===== src/rtl/adder_32bit_pkg.sv =====
// Shared width and output reset values for the registered 32-bit adder.
// Latency: n/a (declarations only).
// Backpressure: n/a (declarations only).
package adder_pkg;

    localparam int ADDER_WIDTH = 32;

    localparam logic [ADDER_WIDTH-1:0] ADDER_RST_SUM  = '0;
    localparam logic                   ADDER_RST_COUT = 1'b0;
    localparam logic                   ADDER_RST_OVF  = 1'b0;
    localparam logic                   ADDER_RST_ZERO = 1'b1;

    // Flag bundle as it leaves the output registers.
    typedef struct packed {
        logic [ADDER_WIDTH-1:0] sum;
        logic                   cout;
        logic                   ovf;
        logic                   zero;
    } adder_res_t;

    localparam adder_res_t ADDER_RST_RES = '{
        sum:  ADDER_RST_SUM,
        cout: ADDER_RST_COUT,
        ovf:  ADDER_RST_OVF,
        zero: ADDER_RST_ZERO
    };

    // Signed overflow rule for an addition of two operands into a result.
    function automatic logic adder_ovf(input logic a_msb, input logic b_msb,
                                       input logic s_msb);
        return (a_msb == b_msb) && (s_msb != a_msb);
    endfunction

endpackage : adder_pkg


===== src/rtl/adder_32bit_if.sv =====
// Operand/result bundle between an adder client and adder_32bit.
// Latency: n/a (wires only); the sub control exists only with ADDER_SUB_EN.
// Backpressure: none; no handshake, one operation accepted every cycle.
interface adder_32bit_if;
    import adder_pkg::*;

    logic [ADDER_WIDTH-1:0] a;
    logic [ADDER_WIDTH-1:0] b;
    logic                   cin;
`ifdef ADDER_SUB_EN
    logic                   sub;
`endif
    logic [ADDER_WIDTH-1:0] sum;
    logic                   cout;
    logic                   ovf;
    logic                   zero;

    modport master (
        output a,
        output b,
        output cin,
`ifdef ADDER_SUB_EN
        output sub,
`endif
        input  sum,
        input  cout,
        input  ovf,
        input  zero
    );

    modport slave (
        input  a,
        input  b,
        input  cin,
`ifdef ADDER_SUB_EN
        input  sub,
`endif
        output sum,
        output cout,
        output ovf,
        output zero
    );

endinterface : adder_32bit_if


===== src/rtl/adder_full_bit.sv =====
// One full-adder cell of the ripple-carry chain.
// Latency: combinational.
// Backpressure: none.
module adder_full_bit (
    input  logic a,
    input  logic b,
    input  logic ci,
    output logic s,
    output logic co
);

    assign s  = a ^ b ^ ci;
    assign co = (a & b) | (a & ci) | (b & ci);

endmodule : adder_full_bit


===== src/rtl/adder_32bit.sv =====
// Registered ripple-carry adder with carry, signed-overflow and zero flags; ADDER_SUB_EN adds a subtract control.
// Latency: 1 cycle from operands to sum/cout/ovf/zero; synchronous active-high reset.
// Backpressure: none; accepts a new operation every cycle with no bubbles.
module adder_32bit
    import adder_pkg::*;
#(
    parameter int WIDTH = ADDER_WIDTH
) (
    input  logic          clk,
    input  logic          rst,
    adder_32bit_if.slave  bus
);

    logic [WIDTH-1:0] b_eff;
    logic             c_in_eff;
    logic [WIDTH:0]   carry;
    logic [WIDTH-1:0] sum_raw;

    adder_res_t res_d;
    adder_res_t res_q;

    // Subtract is a + ~b + 1: the forced carry-in supplies the +1.
`ifdef ADDER_SUB_EN
    always_comb begin
        b_eff    = bus.sub ? ~bus.b : bus.b;
        c_in_eff = bus.sub ? 1'b1   : bus.cin;
    end
`else
    always_comb begin
        b_eff    = bus.b;
        c_in_eff = bus.cin;
    end
`endif

    assign carry[0] = c_in_eff;

    for (genvar i = 0; i < WIDTH; i++) begin : g_bit
        adder_full_bit u_fa (
            .a  (bus.a[i]),
            .b  (b_eff[i]),
            .ci (carry[i]),
            .s  (sum_raw[i]),
            .co (carry[i+1])
        );
    end

    always_comb begin
        res_d      = ADDER_RST_RES;
        res_d.sum  = sum_raw;
        res_d.cout = carry[WIDTH];
        res_d.ovf  = adder_ovf(bus.a[WIDTH-1], b_eff[WIDTH-1], sum_raw[WIDTH-1]);
        res_d.zero = (sum_raw == '0);
    end

    always_ff @(posedge clk) begin
        if (rst) begin
            res_q <= ADDER_RST_RES;
        end else begin
            res_q <= res_d;
        end
    end

    assign bus.sum  = res_q.sum;
    assign bus.cout = res_q.cout;
    assign bus.ovf  = res_q.ovf;
    assign bus.zero = res_q.zero;

endmodule : adder_32bit


===== src/flat_wrapper.sv =====
// flat-port wrapper written by rule: the top's interface ports become plain ports
module adder_32bit_flat import adder_pkg::*;
#(
    parameter int WIDTH = ADDER_WIDTH
)
  (clk, rst, bus_a, bus_b, bus_cin, bus_sum, bus_cout, bus_ovf, bus_zero);
  adder_32bit_if bus_i ();
  input  logic clk;
  input  logic rst;
  input wire logic [$bits(bus_i.a)-1:0] bus_a;
  input wire logic [$bits(bus_i.b)-1:0] bus_b;
  input wire logic [$bits(bus_i.cin)-1:0] bus_cin;
  output wire logic [$bits(bus_i.sum)-1:0] bus_sum;
  output wire logic [$bits(bus_i.cout)-1:0] bus_cout;
  output wire logic [$bits(bus_i.ovf)-1:0] bus_ovf;
  output wire logic [$bits(bus_i.zero)-1:0] bus_zero;
  assign bus_i.a = bus_a;
  assign bus_i.b = bus_b;
  assign bus_i.cin = bus_cin;
  assign bus_sum = bus_i.sum;
  assign bus_cout = bus_i.cout;
  assign bus_ovf = bus_i.ovf;
  assign bus_zero = bus_i.zero;
  adder_32bit #(.WIDTH(WIDTH)) u_core (.clk(clk), .rst(rst), .bus(bus_i));
endmodule

===== config.mk =====
export PLATFORM = sky130hd
export DESIGN_NAME = adder_32bit_flat
export DESIGN_NICKNAME = d
export VERILOG_FILES = /design/src/rtl/adder_32bit_pkg.sv /design/src/rtl/adder_32bit_if.sv /design/src/rtl/adder_full_bit.sv /design/src/rtl/adder_32bit.sv /design/src/flat_wrapper.sv
export SDC_FILE = /design/constraint.sdc
export NUM_CORES = 1
export LEC_CHECK = 0
export ABC_AREA = 1
export CAP_MARGIN = 30
export CORE_MARGIN = 1.5
export CORE_UTILIZATION = 60
export DETAILED_ROUTE_END_ITERATION = 12
export DONT_BUFFER_PORTS = 1
export GPL_TIMING_DRIVEN = 0
export PLACE_DENSITY = 0.76
export SLEW_MARGIN = 20
export SYNTH_ARGS = -nofsm -noshare
export SYNTH_HDL_FRONTEND = slang
export SYNTH_SLANG_ARGS = --single-unit
export TNS_END_PERCENT = 100

===== constraint.sdc =====
create_clock -name clk -period 17.9 [get_ports clk]
set_input_delay 2.685 -clock clk [delete_from_list [all_inputs] [get_ports clk]]
set_output_delay 2.685 -clock clk [all_outputs]
set_load 0.005 [all_outputs]

==> Word level (Yosys, flattened, before mapping) <==
Cells that the tools add are included.
{ "totals": {"wordCells": 232, "register_bits": 35} }
{ "op_classes": {"n_bitwise": 224, "eq_ne": 2, "reduce_logical": 2} }
{ "ops": {"columns": ["op", "count"], "rows": [
  ["1-bit AND", 96],
  ["1-bit bitwise OR", 64],
  ["1-bit XOR", 64],
  ["32-bit zero test", 1],
  ["1-bit equality test", 1],
  ["1-bit logical AND", 1],
  ["1-bit inequality test", 1]
]} }

==> Depth between registers and ports, before layout <==
Gate-level depths: netlist (run 1).
{ "depth": {"word_depth": 96, "mapped_depth": 39, "mapped_depth_nobuf": 39} }

==> Modules after synthesis <==
Synthesis (run 1) repeated with hierarchy kept, for this count alone.
{ "hier_totals": {"cells_unflattened": 172, "hier_area_um2": 1764.2} }
{ "by_module_without_submodules": {"columns": ["mod", "area_each_um2", "seq_area_each_um2", "n_inst", "cells_each"], "rows": [
  ["adder_32bit", 1123.6, 700.7, 1, 140],
  ["adder_full_bit", 20.0, 0.0, 32, 1]
]} }

==> Worst setup path before layout (run 1) <==
No wires, ideal clock.
{ "synth_path": {"path_kind": "input -> register", "startpoint": "input bus_cin", "endpoint": "register u_core.res_q (netlist bit u_core.bus.zero)", "setup_time_ns": 0.112, "stages": 39, "n_path_buf": 0, "arrival_ns": 15.273, "required_time_ns": 17.788, "path_slack_ns": 2.515, "path_cell_list": "fa_1 -> fa_1 -> fa_1 -> fa_1 -> fa_1 -> fa_1 -> fa_1 -> fa_1 -> fa_1 -> fa_1 -> fa_1 -> fa_1 -> fa_1 -> fa_1 -> fa_1 -> fa_1 -> fa_1 -> fa_1 -> [... 3 more ...] -> fa_1 -> fa_1 -> fa_1 -> fa_1 -> fa_1 -> fa_1 -> fa_1 -> fa_1 -> fa_1 -> fa_1 -> inv_1 -> fa_1 -> nand2_1 -> nor2_1 -> nand2_1 -> nor2_1 -> nand2_1 -> nand2_1"} }
{ "synth_between": {"elab_chain_len": 95, "word_cells_on_any_way": 157, "classes_between": "bitwise: 156; reduce/logical: 1"} }
{ "synth_lines": {"columns": ["element", "line", "text"], "rows": [
  ["from (decl)", "flat_wrapper.sv:12", "input wire logic [$bits(bus_i.cin)-1:0] bus_cin;"],
  ["1-bit AND", "adder_full_bit.sv:13", "assign co = (a & b) | (a & ci) | (b & ci);"],
  ["1-bit bitwise OR (2 in a row)", "adder_full_bit.sv:13", null],
  ["1-bit AND", "adder_full_bit.sv:13", null],
  ["1-bit bitwise OR (2 in a row)", "adder_full_bit.sv:13", null],
  ["1-bit AND", "adder_full_bit.sv:13", null],
  ["1-bit bitwise OR (2 in a row)", "adder_full_bit.sv:13", null],
  ["1-bit AND", "adder_full_bit.sv:13", null],
  ["1-bit bitwise OR (2 in a row)", "adder_full_bit.sv:13", null],
  ["[... 72 more ...]", null, null],
  ["1-bit AND", "adder_full_bit.sv:13", null],
  ["1-bit bitwise OR (2 in a row)", "adder_full_bit.sv:13", null],
  ["1-bit AND", "adder_full_bit.sv:13", null],
  ["1-bit bitwise OR (2 in a row)", "adder_full_bit.sv:13", null],
  ["1-bit AND", "adder_full_bit.sv:13", null],
  ["1-bit bitwise OR (2 in a row)", "adder_full_bit.sv:13", null],
  ["1-bit XOR", "adder_full_bit.sv:12", "assign s = a ^ b ^ ci;"],
  ["32-bit zero test (*)", "adder_32bit.sv:52", "res_d.zero = (sum_raw == '0);"],
  ["to (signal assigned)", "adder_32bit.sv:59", "res_q <= res_d;"],
  ["to (decl)", "adder_32bit.sv:20", "adder_res_t res_q;"]
]} }
Mark *: on every way between the ends. The rest lies on a longest branch, timed or not.
A chain may end at the register's enable or synchronous reset.

==> Worst setup path after layout (run 1) <==
Same ends and word-level chain as after synthesis.

==> flow_summary.ini, run 1 <==
[critical_path]
critPathArrivalTime_ns = 15.87
critPathKind = input port to flip-flop
crit_path_end_kind = flip-flop
cp_common_cell = fa_1
worst_path_max_delay_cell = fa_1
cp-start-kind = input port
path_max_fanout = 4
critical-path-max-stage-delay_ns = 0.47
required_ns = 18.13

[clocking]
cts-buffers-inserted = 5
clock-sinks = 35
cts.htree.levels = 2
post_cts_resized = 0
clk_pin_slew_worst_paths_ns = 0.10
post_cts_buffers = 0
cts_tree = built
clk_root_buffer_cell = clkbuf_4
clockBufferDepth = 2
holdBufCountCts = 0

[sta]
relSlewSlack = 0.8841
finalCriticalPeriod_ns = 15.64
tns_ns = 0
hold_ws_ns = 2.527
tightest_slew_ns = 0.1728
drv_slew = 0
fin_crit_sh = 0.8736
finalSetupViolCount = 0
report.final.hold_viol_count = 0
rsz0062_at_grt = false
max_clock_freq_mhz = 63.95

[routing]
wl_per_cell_um = 13.74
drc = 0
avgViaCountPerCell = 4.930
vias = 1050
ant_nets = 0
drt-initial-drc-count = 12
drt_pre_antenna_iters = 4
totalWireLength_um = 2926

[power_and_ir_drop]
power_per_cell_area_mw_per_mm2 = 93.60
vdd.ir_drop.worst_mv = 0.08018
p_leak_nw = 0.8942

[synth]
synth_top_area_share = 0.3963
yosysMostFrequentCell = nor2_1
synth_commonest_cells = nor2_1, dfxtp_1, inv_1
synthCells = 174
ys_async_sr_fraction = 0
syn-mean-instance-area_um2 = 10.16
netlist_area_mm2 = 0.001768
ys_ff_latch = 35
synth_xor_area_frac = 0
ys_warn_count = 0
synth_nets = 274
yosys.area_share.simple = 0.1380
netlist-cell-type-count = 10
synth_compound_area_frac = 0.007077
synth_edf_count = 0
synth_fa_ha_area_frac = 0.3694
synth_top_family_by_area = adder cells
yosys-top-cells-area = dfxtp_1, fa_1, nor2_1, inv_1, nand2_1
muxShareOfSynthArea = 0
postSynth.topFlopCell = dfxtp_1
ys_seq_area_frac = 0.3963
yosys.area.top_type = dfxtp_1

[placement]
dp_hpwl_um = 2569
gp_congestion = 0.7288
dp_cells = 205
numPortBuffers = 0

[global_route]
overflow = 0
met2_usage = 0.3350
antenna_found_initial = 0
grt-busiest-layer = met2
grtUsageMet1 = 0.2006
grt_pass1_vias = 1095
grt_max_degree = 11
use_met3 = 0.07937
grt_usage = 0.1974
grt_pass1_wl_um = 4650

[floorplan]
rows = 19
pin_count = 102
die_w_um = 57.28
start_util = 0.6356
die_y_um = 57.28
fp.dieArea_mm2 = 0.003281
coreArea_mm2 = 0.002781

[worst_hold_path]
hold_path_depth = 2
hp-class = input port to flip-flop
min_to = u_core.bus.sum[14]
hp-start = rst

[finish]
drive_gt1_frac = 0.06044
layout.nets = 281
syn_to_final_growth_pct = 6.086
n_antenna_cell = 0
stdcell_count = 213

[job]
max_cap_violations = 0

[outcome]
status = completed
-- per-stage QoR --
stage	util	setup slack (ns)	area, µm²	power (W)
2_1_floorplan	-	2.515	1768	0.0001217
3_3_place_gp	0.6496	2.157	1807	0.0001279
3_5_place_dp	0.6496	1.839	1807	0.0001309
4_1_cts	0.6743	2.206	1876	0.0001778
5_1_grt	0.6743	1.792	1876	0.0001881
6_report	0.6743	2.262	1876	0.0001755
-- state kept, by name, summed over array words and instances (netlist names) --
name             count
u_core.bus.sum      32
u_core.bus.cout      1
u_core.bus.ovf       1
u_core.bus.zero      1
-- worst max-delay path by stage --
| stage | startpoint | to | slack (ns) | cells after the start |
|---|---|---|---|---|
| 2_1_floorplan | bus_cin | u_core.bus.zero | 2.51 | 39 |
| 3_3_place_gp | bus_cin | u_core.bus.zero | 2.16 | 39 |
| 3_5_place_dp | bus_cin | u_core.bus.zero | 1.84 | 39 |
| 4_1_cts | bus_cin | u_core.bus.zero | 2.21 | 39 |
| 5_1_grt | bus_cin | u_core.bus.zero | 1.79 | 39 |
| 6_report | bus_cin | u_core.bus.zero | 2.26 | 39 |
-- area by class of cell --
type / count / area [µm²]
Multi-Input combinational cell: 100 / 909.6
Fill cell: 216 / 905.9
Sequential cell: 35 / 700.7
Inverter: 35 / 131.4
Clock buffer: 8 / 68.82
Tap cell: 31 / 38.79
Buffer: 4 / 26.28
-- where the power goes --
group          internal (W)  switching [W]  total (W)  leakage, nW
clock             0.0000231      0.0000240  0.0000471       0.0386
combinational     0.0000148      0.0000206  0.0000354        0.564
sequential        0.0000880     0.00000503  0.0000930        0.292
total              0.000126      0.0000496   0.000176        0.894
-- kinds of logic (layout without fill, tap and decap cells) --
logic type	after synthesis	in the layout
compound gates	2	2
fa+ha+maj	33	33
flops	35	35
buf+inv	39	47
simple gates	65	65
-- placed cells by master (no fill, tap or decap) --
master / instances
dfxtp_1: 35
clkbuf_1: 1
clkbuf_8: 2
buf_2: 3
inv_1: 35
clkbuf_4: 5
nor2_1: 43
ha_1: 1
o21ai_0: 1
buf_6: 1
a211oi_1: 1
nand2_1: 22
fa_1: 32
-- layer usage --
layer / up-vias / wire [µm]
li1: 503 / -
met1: 467 / 932
met2: 67 / 1581
met3: 13 / 301
met4: 0 / 110
met5: - / 0
-- critical path: cells and delay by family --
family        cells  cell delay, ns
fa+ha+maj        32           12.76
buf+inv           1            0.08
simple gates      6            0.33
(Power assumes the default switching activity.)
==> run 2: changes to the inputs <==
ABC_CLOCK_PERIOD_IN_PS = 17900   (was default)
CORE_UTILIZATION = 25   (was 60)
DONT_BUFFER_PORTS = default   (was 1)
PLACE_DENSITY = default   (was 0.76)
==> flow_summary.ini, run 2 (synthesis gave the netlist of run 1 again) <==
[worst_hold_path]
hp-class = input port to flip-flop

[routing]
drc = 0
vias = 1375
avgViaCountPerCell = 3.638
ant_nets = 0
drt_pre_antenna_iters = 4
totalWireLength_um = 3901
drt-initial-drc-count = 11
wl_per_cell_um = 10.32

[outcome]
status = completed

[critical_path]
critical-path-max-stage-delay_ns = 0.45
cp-start-kind = input port
cp_common_cell = fa_1
worst_path_max_delay_cell = fa_1
critPathArrivalTime_ns = 16.27
required_ns = 18.09
crit_path_end_kind = flip-flop
path_max_fanout = 4
critPathKind = input port to flip-flop

[sta]
rsz0062_at_grt = false
fin_crit_sh = 0.8985
relSlewSlack = 0.8795
report.final.hold_viol_count = 0
drv_slew = 0
finalSetupViolCount = 0
finalCriticalPeriod_ns = 16.08
tightest_slew_ns = 0.1797
max_clock_freq_mhz = 62.18
tns_ns = 0
finalWorstSetupSlack_ns = 1.817

[global_route]
grt_pass1_vias = 1435
grt_usage = 0.1090
antenna_found_initial = 0
grt_pass1_wl_um = 6237
overflow = 0
grt_max_degree = 12

[floorplan]
fp.dieArea_mm2 = 0.007586
pin_count = 102
coreArea_mm2 = 0.006832
start_util = 0.2588
die_w_um = 87.10
die_y_um = 87.10
rows = 30

[clocking]
clockBufferDepth = 2
post_cts_resized = 0
holdBufCountCts = 0
post_cts_buffers = 0
clk_pin_slew_worst_paths_ns = 0.07
clk_root_buffer_cell = clkbuf_8
clock-sinks = 35
cts.htree.levels = 2
cts-buffers-inserted = 5
cts_tree = built

[finish]
layout_common_cells = clkdlybuf4s50_1, nor2_1, inv_1, dfxtp_1, fa_1
syn_to_final_growth_pct = 70.06
n_antenna_cell = 0
final_common_cell = clkdlybuf4s50_1
drive_gt1_frac = 0.04255
largest_reg_flops = 32
fillCellCount = 680
layout.nets = 381

[placement]
numPortBuffers = 100
gp_congestion = 0.6908
dp_hpwl_um = 3465
dp_slack_ns = 1.462

[power_and_ir_drop]
p_leak_nw = 1.299
power_per_cell_area_mw_per_mm2 = 78.53
vdd.ir_drop.worst_mv = 0.03369

[job]
max_cap_violations = 0
run 2: final timing paths:
check  startpoint                  to  slack (ns)  cells after the start
max       bus_cin     u_core.bus.zero        1.82                     40
min           rst  u_core.bus.sum[14]        2.58                      2
run 2: final cells by class:
cell class,instances,area [µm²],area share
inverters,35,131.4,0.04370
plain buffers,4,26.28,0.008739
clock inverters,2,35.03,0.01165
flip-flops and latches,35,700.7,0.2330
well taps,96,120.1,0.03995
multi-input cells,100,909.6,0.3025
clock buffers,6,82.58,0.02747
repair buffers,100,1001,0.3329
run 2: routing by layer:
layer	track usage	part of all wire	vias up
li1	-	-	699
met3	0.02275	0.054	7
met1	0.1154	0.40	618
met2	0.2001	0.52	51
met5	0	0	-
met4	0.06061	0.020	0
run 2: critical path, delay by kind of cell:
| kind | cells | cell delay (ns) |
|---|---|---|
| fa+ha+maj | 32 | 12.71 |
| buf+inv | 2 | 0.51 |
| simple gates | 6 | 0.34 |
run 2: where the power goes:
group	switching [W]	internal, W
registers	0.00000247	0.0000879
logic	0.0000302	0.0000430
clock network	0.0000276	0.0000450
run 2: metrics by stage:
step	power, W	instance area [µm²]	hold WS, ns	utilization	std cells
3_3_place_gp	0.0001658	2889	2.884	0.4229	370
6_report	0.0002361	3007	2.585	0.4401	378
2_1_floorplan	0.0001217	1768	2.856	-	174
5_1_grt	0.0002534	3007	2.584	0.4401	378
4_1_cts	0.0002409	3007	2.578	0.4401	378
3_5_place_dp	0.0001671	2889	2.883	0.4229	370
==> run 3: changes to the inputs <==
CELL_PAD_IN_SITES_DETAIL_PLACEMENT = 1   (was default)
CELL_PAD_IN_SITES_GLOBAL_PLACEMENT = 1   (was default)
MAX_ROUTING_LAYER = met4   (was default)
PLACE_DENSITY_LB_ADDON = 0.1   (was default)
==> flow_summary.ini, run 3 (synthesis gave the netlist of run 1 again) <==
[routing]
ant_nets = 0
avgViaCountPerCell = 3.849
wl_per_cell_um = 10.97
vias = 1455
totalWireLength_um = 4145
drt_pre_antenna_iters = 4
drc = 0
drt-initial-drc-count = 11

[placement]
gp_congestion = 0.6388
numPortBuffers = 100
dp_hpwl_um = 3577
dp_slack_ns = 1.411

[power_and_ir_drop]
clkPwrFrac = 0.249
p_sw_frac = 0.2784
power_per_cell_area_mw_per_mm2 = 73.41
p_seq_frac = 0.413
p_leak_nw = 1.286
combPwrFrac = 0.338
p_sw_w = 0.00006075
internal_power_w = 0.0001575
vdd.ir_drop.worst_mv = 0.03070

[global_route]
grt_usage = 0.1206
grt_pass1_vias = 1505
grt-busiest-layer = met2
overflow = 0
grt_max_degree = 12
grt_pass1_wl_um = 6755
antenna_found_initial = 0
met2_usage = 0.1994
use_met3 = 0.05308
grtUsageMet1 = 0.1337

[sta]
hold_ws_ns = 2.583
relSlewSlack = 0.8715
finalCriticalPeriod_ns = 16.12
tightest_slew_ns = 0.1927
rsz0062_at_grt = false
max_clock_freq_mhz = 62.02
finalWorstSetupSlack_ns = 1.775
drv_slew = 0
tns_ns = 0
report.final.hold_viol_count = 0
finalSetupViolCount = 0
fin_crit_sh = 0.9008

[finish]
layout_common_cells = clkdlybuf4s50_1, nor2_1, inv_1, dfxtp_1, fa_1
n_antenna_cell = 0
largest_reg_flops = 32
utilization = 0.4352
syn_to_final_growth_pct = 68.15
layout.nets = 381
fillCellCount = 802
final_common_cell = clkdlybuf4s50_1
drive_gt1_frac = 0.04255

[floorplan]
pin_count = 102
start_util = 0.2588
rows = 30
fp.dieArea_mm2 = 0.007586
die_w_um = 87.10
coreArea_mm2 = 0.006832
die_y_um = 87.10

[clocking]
post_cts_resized = 0
cts_tree = built
clock-sinks = 35
cts-buffers-inserted = 5
cts.htree.levels = 2
clockBufferDepth = 2
clk_pin_slew_worst_paths_ns = 0.07
clk_root_buffer_cell = clkbuf_8
holdBufCountCts = 0
post_cts_buffers = 0

[critical_path]
crit_path_end_kind = flip-flop
critPathKind = input port to flip-flop
cp-start-kind = input port
critical-path-max-stage-delay_ns = 0.47
path_max_fanout = 4
cp_common_cell = fa_1
critPathArrivalTime_ns = 16.31
required_ns = 18.08
worst_path_max_delay_cell = fa_1

[worst_hold_path]
hp-class = input port to flip-flop

[job]
max_cap_violations = 0

[outcome]
status = completed
run 3: changes by cell type in the layout (fill, tap and decap cells not counted):
cell and delta:
clkbuf_8 -1, clkinv_2 +2, bufinv_16 -1
run 3: cell type report:
cell class / instances / area [µm²] / area share
plain buffers: 4 / 26.28 / 0.008838
clock inverters: 3 / 15.01 / 0.005051
multi-input cells: 100 / 909.6 / 0.3060
inverters: 35 / 131.4 / 0.04419
repair buffers: 100 / 1001 / 0.3367
clock buffers: 5 / 68.82 / 0.02315
well taps: 96 / 120.1 / 0.04040
flip-flops and latches: 35 / 700.7 / 0.2357
run 3: through the flow:
stage,instances,total power (W),area [µm²]
detailed placement,370,0.0001676,2889
CTS,378,0.0002238,2973
global route,378,0.0002361,2973
global placement,370,0.0001675,2889
floorplan,174,0.0001217,1768
finish,378,0.0002182,2973
run 3: worst paths after layout:
path / start / end / slack [ns] / cells after the start
max: bus_cin / u_core.bus.zero / 1.78 / 40
min: rst / u_core.bus.sum[13] / 2.58 / 2
run 3: critical path, delay by kind of cell:
kind | cells | cell delay, ns
buffers and inverters | 2 | 0.51
adders and majority gates | 32 | 12.75
and+or+nand+nor | 6 | 0.35
run 3: power by group through the flow:
stage / Clock (W) / Combinational [W] / Sequential (W)
2_1_floorplan: 0 / 0.0000282 / 0.0000936
3_3_place_gp: 0 / 0.0000757 / 0.0000918
3_5_place_dp: 0 / 0.0000756 / 0.0000920
4_1_cts: 0.0000572 / 0.0000763 / 0.0000903
5_1_grt: 0.0000610 / 0.0000842 / 0.0000910
6_report: 0.0000543 / 0.0000738 / 0.0000902
run 3: metal layers:
metal | routed length (µm) | up-vias | share of wire
li1 | - | 702 | -
met1 | 1660 | 689 | 0.40
met2 | 2013 | 60 | 0.49
met3 | 431 | 4 | 0.10
met4 | 39 | 0 | 0.0094
met5 | 0 | - | 0
